### config.mk
export PLATFORM = sky130hd
export DESIGN_NAME = aes_inv_key_regs
export DESIGN_NICKNAME = d
export VERILOG_FILES = /design/src/rtl/aes_inv_key_regs.sv
export SDC_FILE = /design/constraint.sdc
export NUM_CORES = 1
export LEC_CHECK = 0
export ABC_AREA = 1
export CORE_MARGIN = 1.5
export CORE_UTILIZATION = 43
export CTS_CLUSTER_SIZE = 40
export DETAILED_ROUTE_END_ITERATION = 7
export HOLD_SLACK_MARGIN = 0.15
export SLEW_MARGIN = 20
export SYNTH_ARGS = -nofsm -noshare
export SYNTH_HDL_FRONTEND = slang
export SYNTH_SLANG_ARGS = --single-unit
### constraint.sdc
create_clock -name ClkxCI -period 2.69 [get_ports ClkxCI]
set_clock_uncertainty 0.1 [all_clocks]
set_input_delay 0.538 -clock ClkxCI [delete_from_list [all_inputs] [get_ports ClkxCI]]
set_output_delay 0.538 -clock ClkxCI [all_outputs]
set_load 0.05 [all_outputs]
### src/rtl/aes_inv_key_regs.sv
// Byte-serial inverse AES-128 key-schedule register: loads the round-10 key,
// steps back one round key per request through a shared S-box, and streams the current key out.
module aes_inv_key_regs #(
    parameter int         NB_BYTES  = 16,
    parameter logic [7:0] RCON_LAST = 8'h36
) (
    input  logic       ClkxCI,
    input  logic       RstxRI,
    input  logic [7:0] KeyInxDI,
    input  logic       KeyInValidxSI,
    input  logic       StartxSI,
    input  logic       ReadxSI,
    output logic [7:0] SboxOutxDO,
    input  logic [7:0] SboxInxDI,
    output logic [7:0] KeyOutxDO,
    output logic       KeyOutValidxSO,
    output logic [3:0] RoundxDO,
    output logic       BusyxSO,
    output logic       DonexSO
);

    localparam logic [2:0] ST_IDLE = 3'd0;
    localparam logic [2:0] ST_LOAD = 3'd1;
    localparam logic [2:0] ST_STEP = 3'd2;
    localparam logic [2:0] ST_READ = 3'd3;
    localparam logic [2:0] ST_DONE = 3'd4;

    localparam logic [3:0] ROUND_LAST = 4'd10;

    logic [2:0] state_q, state_d;
    logic [3:0] cnt_q, cnt_d;
    logic [3:0] round_q, round_d;
    logic [7:0] rcon_q, rcon_d;
    logic [7:0] key_q [NB_BYTES];
    logic [7:0] key_d [NB_BYTES];

    // Single byte write port shared by loading and key-schedule steps.
    logic       wr_en;
    logic [3:0] wr_addr;
    logic [7:0] wr_data;

    logic [3:0] step_addr;
    logic [3:0] step_src;
    logic [3:0] sbox_addr;
    logic [7:0] step_operand;
    logic [7:0] step_val;
    logic       sbox_phase;

    function automatic logic [7:0] inv_xtime(input logic [7:0] x);
        return x[0] ? (((x ^ 8'h1B) >> 1) | 8'h80) : (x >> 1);
    endfunction

    assign sbox_phase = (state_q == ST_STEP) && (cnt_q[3:2] == 2'b11);
    // RotWord of the freshly updated w3 feeds the S-box: row k+1 of word 3.
    assign sbox_addr  = {2'b11, cnt_q[1:0] + 2'd1};

    always_comb begin
        step_addr = 4'd0;
        step_src  = 4'd0;
        case (cnt_q[3:2])
            2'd0: begin
                step_addr = cnt_q + 4'd12;
                step_src  = cnt_q + 4'd8;
            end
            2'd1: begin
                step_addr = cnt_q + 4'd4;
                step_src  = cnt_q;
            end
            2'd2: begin
                step_addr = cnt_q - 4'd4;
                step_src  = cnt_q - 4'd8;
            end
            default: begin
                step_addr = {2'b00, cnt_q[1:0]};
                step_src  = {2'b00, cnt_q[1:0]};
            end
        endcase
    end

    always_comb begin
        step_operand = key_q[step_src];
        if (cnt_q[3:2] == 2'b11) begin
            step_operand = SboxInxDI ^ ((cnt_q[1:0] == 2'd0) ? rcon_q : 8'h00);
        end
        step_val = key_q[step_addr] ^ step_operand;
    end

    always_comb begin
        state_d = state_q;
        cnt_d   = cnt_q;
        round_d = round_q;
        rcon_d  = rcon_q;
        wr_en   = 1'b0;
        wr_addr = cnt_q;
        wr_data = KeyInxDI;
        case (state_q)
            ST_IDLE: begin
                if (KeyInValidxSI) begin
                    wr_en   = 1'b1;
                    wr_addr = 4'd0;
                    cnt_d   = 4'd1;
                    state_d = ST_LOAD;
                end else if (StartxSI && (round_q != 4'd0)) begin
                    cnt_d   = 4'd0;
                    state_d = ST_STEP;
                end else if (ReadxSI) begin
                    cnt_d   = 4'd0;
                    state_d = ST_READ;
                end
            end
            ST_LOAD: begin
                if (KeyInValidxSI) begin
                    wr_en = 1'b1;
                    cnt_d = cnt_q + 4'd1;
                    if (cnt_q == 4'd15) begin
                        round_d = ROUND_LAST;
                        rcon_d  = RCON_LAST;
                        state_d = ST_IDLE;
                    end
                end
            end
            ST_STEP: begin
                wr_en   = 1'b1;
                wr_addr = step_addr;
                wr_data = step_val;
                cnt_d   = cnt_q + 4'd1;
                if (cnt_q == 4'd15) begin
                    round_d = round_q - 4'd1;
                    rcon_d  = inv_xtime(rcon_q);
                    state_d = ST_DONE;
                end
            end
            ST_READ: begin
                cnt_d = cnt_q + 4'd1;
                if (cnt_q == 4'd15) begin
                    state_d = ST_IDLE;
                end
            end
            ST_DONE: begin
                cnt_d   = 4'd0;
                state_d = ST_IDLE;
            end
            default: begin
                cnt_d   = 4'd0;
                state_d = ST_IDLE;
            end
        endcase
    end

    for (genvar gi = 0; gi < NB_BYTES; gi++) begin : g_key_next
        assign key_d[gi] = (wr_en && (wr_addr == 4'(gi))) ? wr_data : key_q[gi];
    end

    always_ff @(posedge ClkxCI) begin
        if (RstxRI) begin
            state_q <= ST_IDLE;
            cnt_q   <= 4'd0;
            round_q <= 4'd0;
            rcon_q  <= RCON_LAST;
            for (int i = 0; i < NB_BYTES; i++) begin
                key_q[i] <= 8'h00;
            end
        end else begin
            state_q <= state_d;
            cnt_q   <= cnt_d;
            round_q <= round_d;
            rcon_q  <= rcon_d;
            for (int i = 0; i < NB_BYTES; i++) begin
                key_q[i] <= key_d[i];
            end
        end
    end

    assign SboxOutxDO     = sbox_phase ? key_q[sbox_addr] : 8'h00;
    assign KeyOutValidxSO = (state_q == ST_READ);
    assign KeyOutxDO      = (state_q == ST_READ) ? key_q[cnt_q] : 8'h00;
    assign RoundxDO       = round_q;
    assign BusyxSO        = (state_q == ST_LOAD) || (state_q == ST_STEP) || (state_q == ST_READ);
    assign DonexSO        = (state_q == ST_DONE);

endmodule
==> results.json <==
{
  "status": "complete, but fails checks",
  "violations": "setup timing",
  "yosys.area_share.simple": 0.292,
  "cts.root.buffer_cell": "clkbuf_16",
  "track_usage": 0.267,
  "grt_pass1_wl_um": 43300,
  "numPortBuffers": 43,
  "synth.avg_cell_area_sq_um": 7.99,
  "crit_type": "flop to output port",
  "start_util": 0.441,
  "synth_edf_count": 128,
  "drt_wl_total_um": 29200,
  "antenna_cells": 0,
  "syn_area_sq_um": 8950,
  "dp_cells": 1425,
  "finalWorstSetupSlack_ns": -0.0354,
  "antenna_found_initial": 0,
  "fin_crit_sh": 1.01,
  "synth_top_family_by_area": "simple AND/OR/NAND/NOR gates",
  "post-route-util": 0.548,
  "slowest_delay_ns": 0.36,
  "clk_pin_slew_ns": 0.06,
  "yosysUniqueCellTypes": 37,
  "total_power_uw": 10800,
  "path_cells": "clkinvlp_4 > buf_12 > o21ai_1 > o221ai_1 > o211ai_1 > a21oi_2 > buf_12",
  "drive_above_1_share": 0.162,
  "drv_cap": 0,
  "synthTopCellsByArea": "edfxtp_1 43%, nand2_1 11%, nand3_1 9.0%, nor2_1 6.1%, dfxtp_1 5.1%",
  "place_ws_ns": 0.0320,
  "avgRoutedWirePerCell_um": 19.9,
  "cts.sinks": 151,
  "synth_warnings": 0,
  "crit_path_start_kind": "flop",
  "viasPerCell": 5.61,
  "synth_xor_area_frac": 0.0117,
  "crit_fanout": 16,
  "grt_max_degree": 55,
  "r2r_slack_ns": 0.21,
  "yosysSeqAreaShare": 0.481,
  "cts_tree": "built",
  "final_nets": 1208,
  "cp_slowest_cell": "dfxtp_4",
  "use_met1": 0.358,
  "holdBufCountCts": 0,
  "worstPathArrival_ns": 2.09,
  "cts_buffer_depth": 2,
  "grt_pass1_vias": 7662,
  "synth-seq-cells": 151,
  "synth_mux_area_frac": 0,
  "min-delay-start": "RoundxDO[0]$_SDFFE_PP0P_",
  "synthArstFlopShare": 0,
  "routabilityCongestion": 0.917,
  "synth-main-ff-cell": "edfxtp_1",
  "pin_count": 44,
  "synth_top_area_share": 0.430,
  "finalSetupViolations": 5,
  "die_y_um": 147,
  "worst_slew_pin_slew_ns": 0.544,
  "rsz0062_at_grt": "yes",
  "timing.rr.start": "cnt_q[2]$_SDFFE_PP0P_",
  "met2_usage": 0.431,
  "cp_common_cell": "buf_12",
  "relSlewSlack": 0.637,
  "synth_compound_area_frac": 0.123,
  "drc": 0,
  "hpwlAfterDp_um": 20400,
  "synth_most_common_cell": "nand2_1",
  "syn_inst": 1119,
  "slew_viol_final": 0,
  "stdcell_count": 1466,
  "die_w_um": 147,
  "use_met3": 0.0556,
  "ant_nets": 0,
  "globalRouteOverflowTotal": 0,
  "synthToLayoutAreaGrowth_pct": 24.4,
  "htree_levels": 4,
  "endpoint_kind": "output port",
  "ir_worst_vdd_mv": 0.532,
  "syn_nets": 1144,
  "power_leakage_uw": 0.00445,
  "synth_top_area_cell": "edfxtp_1",
  "fin_crit_ns": 2.73,
  "dr.pass1.iters": 5,
  "clock_latency_ns": 0.42,
  "powerDensity_nw_per_um2": 970,
  "hold_class": "flop to flop",
  "finalHoldViolCount": 0,
  "synth_commonest_cells": "273 x nand2_1, 160 x nand3_1, 145 x nor2_1",
  "required_ns": 2.05,
  "vias": 8231,
  "rows": 52,
  "cts_buffers": 17,
  "synth_fa_ha_area_frac": 0.00559,
  "core_sq_um": 20300,
  "first_iter_violations": 795,
  "grt_busiest_layer": "met2",
  "fmax_mhz": 367,
  "dieArea_sq_um": 21700
}
power by group:
part           switching (uW)  internal [uW]  total (uW)  leakage [uW]
combinational            3400           1850        5250       0.00267
sequential                233           2960        3190       0.00151
clock                     982           1370        2350      0.000273
total                    4620           6180       10800       0.00445
area by class of cell:
type	count	area, sq um
fill	1846	9170
sequential	151	4320
multi-input combinational	812	4080
timing repair buffer	115	1470
clock buffer	17	425
inverter	86	340
tap	270	338
clock inverter	15	151
stage by stage:
step	setup TNS [ns]	hold WS (ns)	cell area [sq um]
finish	-0.0576	0.379	11100
floorplan	-1.59	0.346	9040
global placement	0	0.367	10200
detailed placement	0	0.374	10200
CTS	-0.0636	0.382	10800
global route	-0.456	0.403	11100
final timing paths:
path | depth (start not counted) | end
worst max register to register | 12 | key_q[2][7]$_SDFFCE_PN0P_
worst min register to register | 2 | RoundxDO[0]$_SDFFE_PP0P_
worst min-delay path | 2 | RoundxDO[0]$_SDFFE_PP0P_
worst max-delay path | 7 | KeyOutxDO[7]
cell families after synthesis:
group / Yosys count
AO/OA/AOI/OAI: 188
XOR/XNOR: 12
adder cells (fa/ha/maj): 4
buffers and inverters: 156
flip-flops: 151
AND/OR/NAND/NOR: 608
routing by layer:
layer | wire [um] | vias to the layer above
met5 | 0 | -
li1 | - | 3914
met1 | 12300 | 3837
met2 | 13400 | 424
met4 | 769 | 0
met3 | 2730 | 56
registers in the layout, summed over array words and instances, names as in the netlist, named ones only:
signal    flops
state_q       3
rcon_q        8
RoundxDO      4
key_q       128
cnt_q         4
placed cells by master (no fill, tap or decap), types with 4 or more instances in the layout:
cell,n
nand3_1,158
a21oi_1,26
inv_1,73
o21ai_1,12
inv_2,7
nand2_4,7
inv_6,5
buf_12,35
edfxtp_1,128
buf_4,47
clkdlybuf4s50_1,25
a21oi_4,10
nor2_1,145
nand3_2,4
clkinv_1,4
o221ai_1,15
a21oi_2,9
o21ai_0,73
xor2_1,10
o22ai_2,4
o22ai_1,4
clkbuf_16,22
clkinvlp_4,5
nand2_1,273
nor2_2,11
dfxtp_1,17
o21a_1,8
o211ai_1,18
critical path: cells and delay by family (launching register included):
kind	cells	cell delay, ns
buffers and inverters	3	0.50
DFF	1	0.36
AOI/OAI and AO/OA	4	0.80
what timing repair did:
item                       CTS  global route
setup endpoints to repair   16            16
buffers inserted             0             4
cloned                       0             5
pin swaps                    2            14
gates resized for setup     23            38
No activity file was read; power rests on OpenSTA's default activity.
